## config.mk

```make
export PLATFORM = sky130hd
export DESIGN_NAME = debug_run_controller
export DESIGN_NICKNAME = d
export VERILOG_FILES = /design/src/rtl/debug_run_controller.sv
export SDC_FILE = /design/constraint.sdc
export NUM_CORES = 1
export LEC_CHECK = 0
export CORE_MARGIN = 1.5
export CORE_UTILIZATION = 35
export CTS_BUF_LIST = sky130_fd_sc_hd__clkbuf_4 sky130_fd_sc_hd__clkbuf_8 sky130_fd_sc_hd__clkbuf_16
export CTS_CLUSTER_DIAMETER = 100
export DETAILED_ROUTE_END_ITERATION = 10
export PLACE_DENSITY_LB_ADDON = 0.1
export RECOVER_POWER = 25
export SYNTH_ARGS = -nofsm -noshare
export SYNTH_HDL_FRONTEND = slang
export SYNTH_SLANG_ARGS = --single-unit
```

## constraint.sdc

```tcl
create_clock -name clk -period 2.15 [get_ports clk]
set_input_delay 0.43 -clock clk [delete_from_list [all_inputs] [get_ports clk]]
set_output_delay 0.43 -clock clk [all_outputs]
set_load 0.03 [all_outputs]
```

## src/rtl/debug_run_controller.sv

```systemverilog
// debug_run_controller
//
// Command sequencer between the UART receive path and the pipeline.
// It decodes host command bytes (continuous run, single step, pipeline
// reset), gates the pipeline clock-enable, and drives the pipeline reset.
// After every step or halt it streams a fixed-length dump of debug bytes
// back through the UART transmitter, using a byte-addressed read port.
//
// Ports:
//   clk          in   single clock, all state updates on posedge
//   reset        in   asynchronous active-high reset
//   rx_data[7:0] in   received byte, valid while rx_done=1
//   rx_done      in   one-cycle strobe per received byte
//   halt         in   level, pipeline has retired a halt instruction
//   pipe_enable  out  pipeline clock-enable
//   pipe_reset   out  pipeline synchronous reset request
//   dump_addr    out  debug read address (byte index)
//   dump_data    in   debug read data, combinational from dump_addr
//   tx_start     out  one-cycle request to send tx_data
//   tx_data      out  byte to transmit, held from tx_start until tx_done
//   tx_done      in   one-cycle pulse when the transmitter finishes a byte
//   busy         out  high whenever the sequencer is not idle
module debug_run_controller #(
  parameter logic [7:0] CMD_CONT   = 8'h63,
  parameter logic [7:0] CMD_STEP   = 8'h73,
  parameter logic [7:0] CMD_RST    = 8'h72,
  parameter int         DUMP_BYTES = 16,
  parameter int         RST_CYCLES = 4
) (
  input  logic       clk,
  input  logic       reset,
  input  logic [7:0] rx_data,
  input  logic       rx_done,
  input  logic       halt,
  output logic       pipe_enable,
  output logic       pipe_reset,
  output logic [7:0] dump_addr,
  input  logic [7:0] dump_data,
  output logic       tx_start,
  output logic [7:0] tx_data,
  input  logic       tx_done,
  output logic       busy
);

  typedef enum logic [2:0] {
    IDLE,
    RUN,
    STEP,
    PRST,
    DLOAD,
    DSEND,
    DWAIT
  } state_t;

  // Terminal values are compared against 8-bit counters; DUMP_BYTES up to
  // 256 still fits because the compare is made at the last index.
  localparam logic [7:0] LAST_IDX = 8'(DUMP_BYTES - 1);
  localparam logic [7:0] LAST_RST = 8'(RST_CYCLES - 1);

  state_t     state, state_n;
  logic [7:0] idx, idx_n;
  logic [7:0] rst_cnt, rst_cnt_n;
  logic [7:0] tx_data_q, tx_data_n;

  always_ff @(posedge clk or posedge reset) begin
    if (reset) begin
      state     <= IDLE;
      idx       <= 8'd0;
      rst_cnt   <= 8'd0;
      tx_data_q <= 8'd0;
    end else begin
      state     <= state_n;
      idx       <= idx_n;
      rst_cnt   <= rst_cnt_n;
      tx_data_q <= tx_data_n;
    end
  end

  always_comb begin
    state_n     = state;
    idx_n       = idx;
    rst_cnt_n   = rst_cnt;
    tx_data_n   = tx_data_q;
    pipe_enable = 1'b0;
    pipe_reset  = 1'b0;
    tx_start    = 1'b0;

    unique case (state)
      IDLE: begin
        if (rx_done) begin
          if (rx_data == CMD_CONT) begin
            state_n = RUN;
          end else if (rx_data == CMD_STEP) begin
            state_n = STEP;
          end else if (rx_data == CMD_RST) begin
            state_n   = PRST;
            rst_cnt_n = 8'd0;
          end
        end
      end

      RUN: begin
        // Halt masks the enable in the very cycle it is seen, so the
        // pipeline never advances past the halting instruction. A reset
        // command wins over a simultaneous halt and suppresses the dump.
        pipe_enable = !halt;
        if (rx_done && (rx_data == CMD_RST)) begin
          state_n   = PRST;
          rst_cnt_n = 8'd0;
        end else if (halt) begin
          state_n = DLOAD;
          idx_n   = 8'd0;
        end
      end

      STEP: begin
        pipe_enable = 1'b1;
        state_n     = DLOAD;
        idx_n       = 8'd0;
      end

      PRST: begin
        pipe_reset = 1'b1;
        if (rst_cnt == LAST_RST) begin
          state_n   = IDLE;
          rst_cnt_n = 8'd0;
        end else begin
          rst_cnt_n = rst_cnt + 8'd1;
        end
      end

      DLOAD: begin
        // The read port is combinational, so the byte is captured here and
        // held in tx_data for the whole transmitter handshake.
        tx_data_n = dump_data;
        state_n   = DSEND;
      end

      DSEND: begin
        tx_start = 1'b1;
        state_n  = DWAIT;
      end

      DWAIT: begin
        if (tx_done) begin
          if (idx == LAST_IDX) begin
            state_n = IDLE;
          end else begin
            idx_n   = idx + 8'd1;
            state_n = DLOAD;
          end
        end
      end

      default: begin
        state_n = IDLE;
      end
    endcase
  end

  assign dump_addr = idx;
  assign tx_data   = tx_data_q;
  assign busy      = (state != IDLE);

endmodule

```

-- After elaboration in Yosys (flattened, before gate mapping)
Index checks and enable logic that the tools add are counted.
- flip-flop bits (word level): 27
- latch bits: 0
- RAM bits: 0
- memory bits (read-only): 0
- input port bits: 21
- output and inout bits: 20
- word-level logic and storage cells: 63
- memories: 0
- add/sub/neg operators: 2
- multipliers: 0
- divide/modulo/power cells: 0
- order comparisons: 0
- equal/unequal tests: 23
- shift-type cells: 0
- mux-type cells: 25
- bitwise gates (word level): 0
- reductions and logical operators: 9
- operators with widths (operator ; count):
    $mux 8 ; 10
    $pmux 8 s3 ; 2
    $mux 3 ; 9
    $eq 8x7->1 const B ; 3
    $pmux 3 s7 ; 1
    $ne 2x2->1 const B ; 10
    $add 8x1->8 const B ; 2
    $reduce_and 5->1 ; 2
    $eq 3x3->1 const B ; 3
    $reduce_bool 3->1 ; 3
    $eq 8x2->1 const B ; 1
    $eq 8x4->1 const B ; 1
    $eq 3x2->1 const B ; 2
    $reduce_and 6->1 ; 1
    $ne 4x4->1 const B ; 1
    $eq 3x1->1 const B ; 1
    $logic_not 3->1 ; 1
    $ne 3x3->1 const B ; 1
    $mux 1 ; 2
    $pmux 1 s2 ; 1
    $logic_and 1x1->1 ; 1
    $logic_not 1->1 ; 1

-- Longest topological paths before layout
Gate-level depths: netlist of the first run.
- word-level depth: 6
- mapped depth: 6
- gate-level depth less buffers: 5

-- Worst setup path before layout of the first run
Ideal clock, no wire load.
- path type: flip-flop to output port
- from: register state[1]
- to: output port pipe_enable
- data arrival time: 1437 ps
- data required time: 1720 ps
- slack: 283 ps
- stages on the path, launching flop included: 4
- path buffers: 1
- path through: dfrtp_1 > buf_2 > or3_1 > a21oi_1
- longest elaborated chain between the ends: 2
- elaborated cells between the ends (all ways): 3
- those cells by class: eq/ne (2); mux (1)
- RTL lines (item ; line ; source):
    from (decl) ; 60 ; state_t state, state_n;
    from (signal assigned) ; 72 ; state <= state_n;
    $eq 3x2->1 / $eq 3x1->1 (equally long branches) ; 88 ; unique case (state)
    $pmux 1 s2 * ; 88 ;
    to (decl) ; 35 ; output logic pipe_enable,
Every way passes the cells marked *; elsewhere a longest branch is shown, timed or not.

-- Worst setup path after layout of the first run
- from: input port halt
- to: output port pipe_enable
- longest elaborated chain between the ends: 2
- RTL lines (item ; line ; source):
    from (decl) ; 34 ; input logic halt,
    $logic_not 1->1 ; 106 ; pipe_enable = !halt;
    $pmux 1 s2 ; 88 ;
No other way between the ends.

==> results.txt, run 1 <==
The number of hold-slack violations in the final timing report came out at 0. The total number of placement rows came out at 24. The HPWL after detailed placement is 2980 µm. The number of distinct standard cells referenced by the synthesized netlist is 55.

The post-CTS repair timing setup buffer count came out at 0. Measured along the y axis, the die boundary spans 71.0 µm. The most used flip-flop cell after synthesis is sky130_fd_sc_hd__dfrtp_1. In the global route stage, overall resource usage came out at 0.157.

The largest individual stage delay along the critical path comes from the cell sky130_fd_sc_hd__clkdlybuf4s50_1. The number of buffers on the longest clock path came out at 2. The worst min-delay path endpoint is tx_data[2]$_DFFE_PP0N_.

The worst-case reg-to-reg path depth is 5. The final clock skew is 0.00271 ns. Clock-pin slew was measured on the worst setup and hold paths at 0.09 ns. The origin of the worst min-delay path is tx_data[2]$_DFFE_PP0N_. The synthesized area came out at 1620 µm².

Across the whole layout, storage elements account for 676 µm². Among cell families on the critical path, the largest total delay comes from buffers and inverters. The async set-or-reset flop fraction in the synthesized netlist is 1.00. The worst relative slew slack is 0.344. In this run the critical register-to-register path is launched from state[1]$_DFFE_PP0P_. The fraction of final layout cells sized beyond drive strength 1 came out at 0.152.

The global-route wire length before repair is 6530 µm. The combined area of the multi-input logic cells is 861 µm². With fillers left out, the area of the finished cells amounts to 2160 µm². The count of input and output buffers is 40. Entering global routing, the biggest net connects 19 pins. The TritonCTS buffer count came out at 3. The placed instances occupy a cell area of 2110 µm². The type of the most critical hold path is flip-flop to flip-flop.

At the end of the flow the core is filled with cells to 0.488. The flow ran to the end, and the final reports show no timing, DRC or antenna violations. The floorplan step set the die width to 71.0 µm. The post-route setup TNS came out at 0 ns. CTS placed an instance of sky130_fd_sc_hd__clkbuf_8 at the clock tree root. The overall die area is 5040 µm². Yosys mapped a number of flops with a built-in enable equal to 0. The critical path start-end classification is primary input to primary output. The most critical setup path has its startpoint at halt.

Max-cap violations in this run came to 0. The initial utilization of the core area, before any placement, comes to 0.366. The post-synthesis average cell area is 10.0 µm². In this run the worst path has a maximum fanout of 4. The global route total overflow is 0. STA puts the critical path data required time at 1.72 ns. On the worst path, the slowest cell contributes a delay of 0.49 ns. Derived from the worst setup path, the maximum achievable clock frequency is 492 MHz. The worst-margin pin slew came out at 0.984 ns. The number of register bits inferred by synthesis came out at 27. The minimum setup slack after placement came out at 0.0473 ns.

The synthesized net count is 184. The count of placed standard cells including taps is 258. The top-area cell type share of the netlist area is 0.418. Setup repair after global routing left no endpoint under its margin. The worst hold path depth came out at 1.

The count of buffer and inverter cells on the critical path is 2. In the routed design, unresolved DRC markers number 0. The CTS tree is yes.

The total count of max-transition violations in the final report was 0. The worst path setup slack after routing came out at 0.119 ns. The count of nets left with antenna violations after detail routing is 0. In the layout the commonest cells are sky130_fd_sc_hd__clkdlybuf4s50_1, sky130_fd_sc_hd__dfrtp_1, sky130_fd_sc_hd__nand2_1. The net count of the finished layout is 234. Dividing the final minimum period by the clock period gives 0.945. For this block, the initial DRC count from the detailed router was 49.

At the later pin of the worst-skew pair, clock insertion delay measures 0.26 ns. The sequential-to-total area share from yosys stat came out at 0.418. The number of instances in the synthesized netlist came out at 161. The signal on the critical path passes through clkdlybuf4s50_1 -> or3_1 -> a21oi_1 -> buf_4. The total detailed-routing wirelength is 3820 µm. In the final routed layout, each cell accounts on average for 14.6 µm. The library cell used most frequently in the layout, excluding fill and tap cells, is sky130_fd_sc_hd__clkdlybuf4s50_1. The detail-routed via count per cell is 5.45. In this run the static leakage power is 0.880 nW. The setup violation total in the final timing report is 0.

Routability-driven placement finished with a final weighted congestion of 0.850. The number of detailed-routing iterations run before antenna repair is 4. The signed area change from the synthesized netlist to the final layout came out at 33.3%. The worst vdd rail ir drop is 0.482 mV. The detailed-route via count came out at 1429. The non-filler instance count after layout came out at 262.

STA puts the critical path data arrival time at 1.60 ns. The count of fill cells added during filler insertion came out at 408. The number of placed I/O pins is 41.

The depth of the CTS H-tree is 1. By area the synthesized netlist is led by sky130_fd_sc_hd__dfrtp_1, sky130_fd_sc_hd__mux2_2, sky130_fd_sc_hd__nand2_1, sky130_fd_sc_hd__nand3_1, sky130_fd_sc_hd__a31oi_1. The number of antenna cells inserted is 0. The clock sink total came out at 27.

The biggest area contributor in the post-synthesis netlist is sky130_fd_sc_hd__dfrtp_1. The number of warnings reported in the yosys synthesis log came out at 0. The number of antenna violations at the first check in global routing was 0.

The setup slack on the worst flop-to-flop path is 0.37 ns. The final period demand of the worst path is 2.03 ns. The total core area came out at 4410 µm².

The sort of element at the start of the critical path is a primary input. For this design the ratio of total power to cell area is 1140 nW/µm². The worst setup path is captured at a primary output. The worst register-to-register path ends at dump_addr[1]$_DFFE_PP0P_. The via count of the first global-routing pass is 1412.
[synth_stat cells, types with 2 or more instances]
library cell / instances
sky130_fd_sc_hd__a41oi_1: 2
sky130_fd_sc_hd__nor3_1: 6
sky130_fd_sc_hd__buf_2: 2
sky130_fd_sc_hd__dfrtp_1: 27
sky130_fd_sc_hd__o31ai_1: 2
sky130_fd_sc_hd__o22ai_1: 2
sky130_fd_sc_hd__inv_1: 10
sky130_fd_sc_hd__nor4_1: 2
sky130_fd_sc_hd__a21oi_1: 7
sky130_fd_sc_hd__a21o_1: 2
sky130_fd_sc_hd__mux2_2: 8
sky130_fd_sc_hd__mux2i_1: 4
sky130_fd_sc_hd__o21ai_0: 2
sky130_fd_sc_hd__nand3b_1: 3
sky130_fd_sc_hd__nand3_1: 9
sky130_fd_sc_hd__o21ai_1: 3
sky130_fd_sc_hd__nand4bb_1: 2
sky130_fd_sc_hd__a31oi_1: 7
sky130_fd_sc_hd__ha_1: 2
sky130_fd_sc_hd__nor2_1: 6
sky130_fd_sc_hd__nand2_1: 13
sky130_fd_sc_hd__buf_6: 2
sky130_fd_sc_hd__a22o_1: 4
sky130_fd_sc_hd__nand2b_1: 3
[final cells by class]
cell class / count / area share
Clock buffer: 4 / 0.0226
Inverter: 11 / 0.0192
Tap cell: 52 / 0.0302
Timing Repair Buffer: 50 / 0.215
Sequential cell: 27 / 0.313
Multi-Input combinational cell: 118 / 0.399
[through the flow]
stage	power, mW	hold slack, ns
detailed placement	2.19	0.495
finish	2.45	0.512
global route	2.63	0.540
floorplan	1.73	0.480
CTS	2.48	0.442
global placement	2.15	0.487
[logic make-up (layout without fill, tap and decap cells)]
| family | Yosys count | count (layout) | share of synthesized area |
|---|---|---|---|
| AO/OA/AOI/OAI | 44 | 44 | 0.208 |
| XOR/XNOR | 2 | 2 | 0.0108 |
| adder cells (fa/ha/maj) | 2 | 2 | 0.0155 |
| buffers and inverters | 16 | 65 | 0.0503 |
| flip-flops | 27 | 27 | 0.418 |
| multiplexers | 12 | 12 | 0.0804 |
| AND/OR/NAND/NOR | 58 | 58 | 0.217 |
[worst max-delay path by stage]
stage,to,slack [ns],cells past startpoint
2_1_floorplan,pipe_enable,0.28,3
3_3_place_gp,state[0]$_DFFE_PP0P_,0.11,5
3_5_place_dp,state[0]$_DFFE_PP0P_,0.05,5
4_1_cts,pipe_enable,0.12,4
6_report,pipe_enable,0.12,4
5_1_grt,tx_data[7]$_DFFE_PP0N_,0.08,3
[repair_timing]
item                       in CTS  in global routing
hold buffers                    0                  0
gates resized for setup         2                  0
setup endpoints to repair       2                  0
[power breakdown]
part | switching [mW] | internal [mW] | leakage (nW) | total (mW)
logic | 0.704 | 0.597 | 0.515 | 1.30
clock network | 0.145 | 0.145 | 0.0262 | 0.290
registers | 0.165 | 0.692 | 0.339 | 0.857
total | 1.01 | 1.43 | 0.880 | 2.45
[sequential cells by signal, summed over array words and instances, names as in the netlist]
register and count:
state 3, rst_cnt 8, tx_data 8, dump_addr 8
[routing by layer]
metal,part of all wire,global-route usage,up-vias
met3,0.031,0.0342,2
met4,0.0050,0.0126,0
li1,-,-,705
met2,0.53,0.286,29
met1,0.44,0.200,693
met5,0,0,-
Power figures use the tool's default switching activity.
==> run 2: changes to the inputs <==
--- a/config.mk
+++ b/config.mk
@@ -5,11 +5,14 @@
 export SDC_FILE = /design/constraint.sdc
 export NUM_CORES = 1
 export LEC_CHECK = 0
+export CORE_ASPECT_RATIO = 0.8
 export CORE_MARGIN = 1.5
 export CORE_UTILIZATION = 35
 export CTS_BUF_LIST = sky130_fd_sc_hd__clkbuf_4 sky130_fd_sc_hd__clkbuf_8 sky130_fd_sc_hd__clkbuf_16
 export CTS_CLUSTER_DIAMETER = 100
 export DETAILED_ROUTE_END_ITERATION = 10
+export GPL_TIMING_DRIVEN = 0
+export HOLD_SLACK_MARGIN = 0.12
 export PLACE_DENSITY_LB_ADDON = 0.1
 export RECOVER_POWER = 25
 export SYNTH_ARGS = -nofsm -noshare
==> results.txt, run 2 (synthesized netlist as in run 1, its figures left out) <==
The final period demand of the worst path is 2.06 ns. The count of nets left with antenna violations after detail routing came out at 0. The post-detailed-route DRC marker count is 0. The number of placed I/O pins came out at 41. The total count of max-transition violations in the final report is 0.

The dominant delay contributor by cell family on the critical path is buffers and inverters. Across the routed clock network, the largest skew measured is 0.00583 ns. Clock tree synthesis inserted a total of 3 buffers. The via count of the first global-routing pass came out at 1338. The routed layout has 1431 vias. The part of the total power dissipated in sequential elements came out at 0.349. Setup repair after global routing left no endpoint under its margin.

The utilization of the core after routing is 0.494. Counting along the longest clock path gives a buffer depth of 2. The worst-margin pin slew came out at 1.04 ns. The setup slack on the worst flop-to-flop path came out at 0.30 ns. The congestion estimate from routability-driven global placement came to 0.808. The total area inside the core boundary comes to 4310 µm². The worst hold path depth came out at 1. The net count of the finished layout came out at 229. The minimum setup slack after placement came out at -0.295 ns. The worst setup path is captured at a primary output. The worst vdd rail ir drop is 0.842 mV.

The setup violation total in the final timing report is 0. The internal portion of the total power is 1.40 mW. The clock latency on the worst-skew pair is 0.27 ns.

The worst path setup slack after routing came out at 0.0931 ns. The count of input and output buffers is 40. The first global-routing pass estimated 6290 µm of wire. In the layout the commonest cells are sky130_fd_sc_hd__clkdlybuf4s50_1, sky130_fd_sc_hd__dfrtp_1, sky130_fd_sc_hd__nand2_1. The run finished with clean final reports.

Counting tap cells, the placed design contains a total of 258 instances. The wire length per cell came out at 14.6 µm. The combined global-route utilization of all metal layers came out at 0.156. The number of antenna cells inserted is 0. The die is 79.0 µm wide. The number of hold-slack violations in the final timing report came out at 0. The number of detailed-routing iterations run before antenna repair is 5. In this run the most critical hold path is launched from tx_data[1]$_DFFE_PP0N_.

The total detailed-routing wirelength came out at 3820 µm. After global routing the overflow that remains totals 0. The worst setup path is of the flip-flop to primary output kind.

The worst reg2reg path startpoint is dump_addr[0]$_DFFE_PP0P_. The count of maximum capacitance violations came out at 0. The sort of element at the start of the critical path is a flip-flop.

The worst path required time came out at 1.72 ns. The leakage component of the power came out at 0.862 nW. The worst-case reg-to-reg path depth came out at 6. The non-filler instance count after layout is 262. The timing-limited maximum frequency came out at 486 MHz. Dividing the final minimum period by the clock period gives 0.957. The clock-pin slew of the registers on the worst-case setup and hold paths is 0.10 ns. From synthesis to final layout, the design area changed by 31.5%.

Counting both buffers and inverters, the worst setup path holds a total of 4. Of the total power, the share spent switching nets is 0.426. The detail-routed via count per cell is 5.46. The detailed router finished its first iteration with 98 violations. The pin count of the biggest net entering global routing came out at 28. For this configuration, the core starts out at a cell density of 0.375. CTS placed an instance of sky130_fd_sc_hd__clkbuf_8 at the clock tree root. The depth of the CTS H-tree came out at 1.

In this run the vertical extent of the chip is 63.8 µm. The logic gate share of total power came out at 0.531. The clock sink total is 27.

The worst min-delay path endpoint is tx_data[1]$_DFFE_PP0N_. The total number of placement rows came out at 21. The arrival time reported for the critical path endpoint came out at 1.63 ns. The portion of total power attributed to the clock network is 0.120. In this design, the stage delay of the slowest critical-path cell is 0.39 ns.

The tightest min-delay check is of the flip-flop to flip-flop type. The CTS tree is yes. The net load switching power is 1.04 mW.

The most common cell after layout, fill and taps aside is sky130_fd_sc_hd__clkdlybuf4s50_1. The endpoint identified for the worst register-to-register timing path is dump_addr[1]$_DFFE_PP0P_. The cell area power density is 1150 nW/µm².

The HPWL after detailed placement is 2770 µm. In the final layout, the share of cells above drive strength 1 is 0.132. The library cell contributing the largest single delay on the critical path is sky130_fd_sc_hd__dlygate4sd2_1. The worst relative slew slack is 0.303.

The number of antenna violations at the first check in global routing is 0. The overall die area came out at 5040 µm². The signal on the critical path passes through buf_6 -> nand3b_1 -> buf_2 -> inv_1 -> dlygate4sd2_1. In the final timing run, aggregate negative setup slack is 0 ns. The post-cts hold buffer count is 0. Of all nets on the critical path, the largest fanout is 10. The post-CTS repair timing setup buffer count came out at 0.
## run 2: cell count changes in the layout (fill, tap and decap cells not counted)
| cell | previous run | this run |
|---|---|---|
| sky130_fd_sc_hd__buf_4 | 11 | 1 |
| sky130_fd_sc_hd__buf_2 | 0 | 3 |
| sky130_fd_sc_hd__buf_6 | 0 | 2 |
| sky130_fd_sc_hd__clkbuf_1 | 1 | 0 |
| sky130_fd_sc_hd__clkbuf_4 | 1 | 0 |
| sky130_fd_sc_hd__clkinv_2 | 0 | 1 |
| sky130_fd_sc_hd__dlygate4sd2_1 | 2 | 3 |
## run 2: layout make-up
class | instances | area (µm²)
fill | 426 | 2180
multi-input combinational | 118 | 861
sequential | 27 | 676
timing repair buffer | 40 | 392
tap | 57 | 71.3
clock buffer | 3 | 41.3
inverter | 11 | 41.3
buffer | 5 | 40.0
clock inverter | 1 | 5.00
## run 2: layer usage
layer  GRT usage  up-vias  share of wire
met3      0.0514        2          0.084
met4      0.0219        0         0.0047
met5           0        -              0
met2       0.243       60           0.41
met1       0.218      670           0.50
li1            -      699              -
## run 2: through the flow
| step | total power [mW] | area (µm²) | hold slack [ns] |
|---|---|---|---|
| after floorplan | 1.73 | 1620 | 0.480 |
| after global placement | 2.14 | 2090 | 0.490 |
| after detailed placement | 2.17 | 2090 | 0.496 |
| after CTS | 2.46 | 2130 | 0.527 |
| after global routing | 2.61 | 2130 | 0.542 |
| final | 2.44 | 2130 | 0.522 |
## run 2: timing repair
action,in CTS,in global routing
endpoints found under the setup margin,4,0
gates resized for setup,8,0
endpoints found under the hold margin,0,0
## run 2: worst max-delay path by stage
stage             endpoint            startpoint  slack (ns)  cells past startpoint
2_1_floorplan  pipe_enable  state[1]$_DFFE_PP0P_        0.28                      3
3_5_place_dp   pipe_enable                  halt       -0.30                      4
3_3_place_gp   pipe_enable                  halt       -0.31                      4
6_report        pipe_reset  state[2]$_DFFE_PP0P_        0.09                      5
5_1_grt         pipe_reset  state[2]$_DFFE_PP0P_       0.009                      5
4_1_cts         pipe_reset  state[2]$_DFFE_PP0P_        0.09                      5
## run 2: power groups by stage
| stage | combinational, mW | clock (mW) | sequential [mW] |
|---|---|---|---|
| after floorplan | 0.710 | 0 | 1.02 |
| after global placement | 1.29 | 0 | 0.844 |
| after detailed placement | 1.31 | 0 | 0.853 |
| after CTS | 1.30 | 0.308 | 0.847 |
| after global routing | 1.40 | 0.331 | 0.876 |
| final | 1.30 | 0.292 | 0.852 |
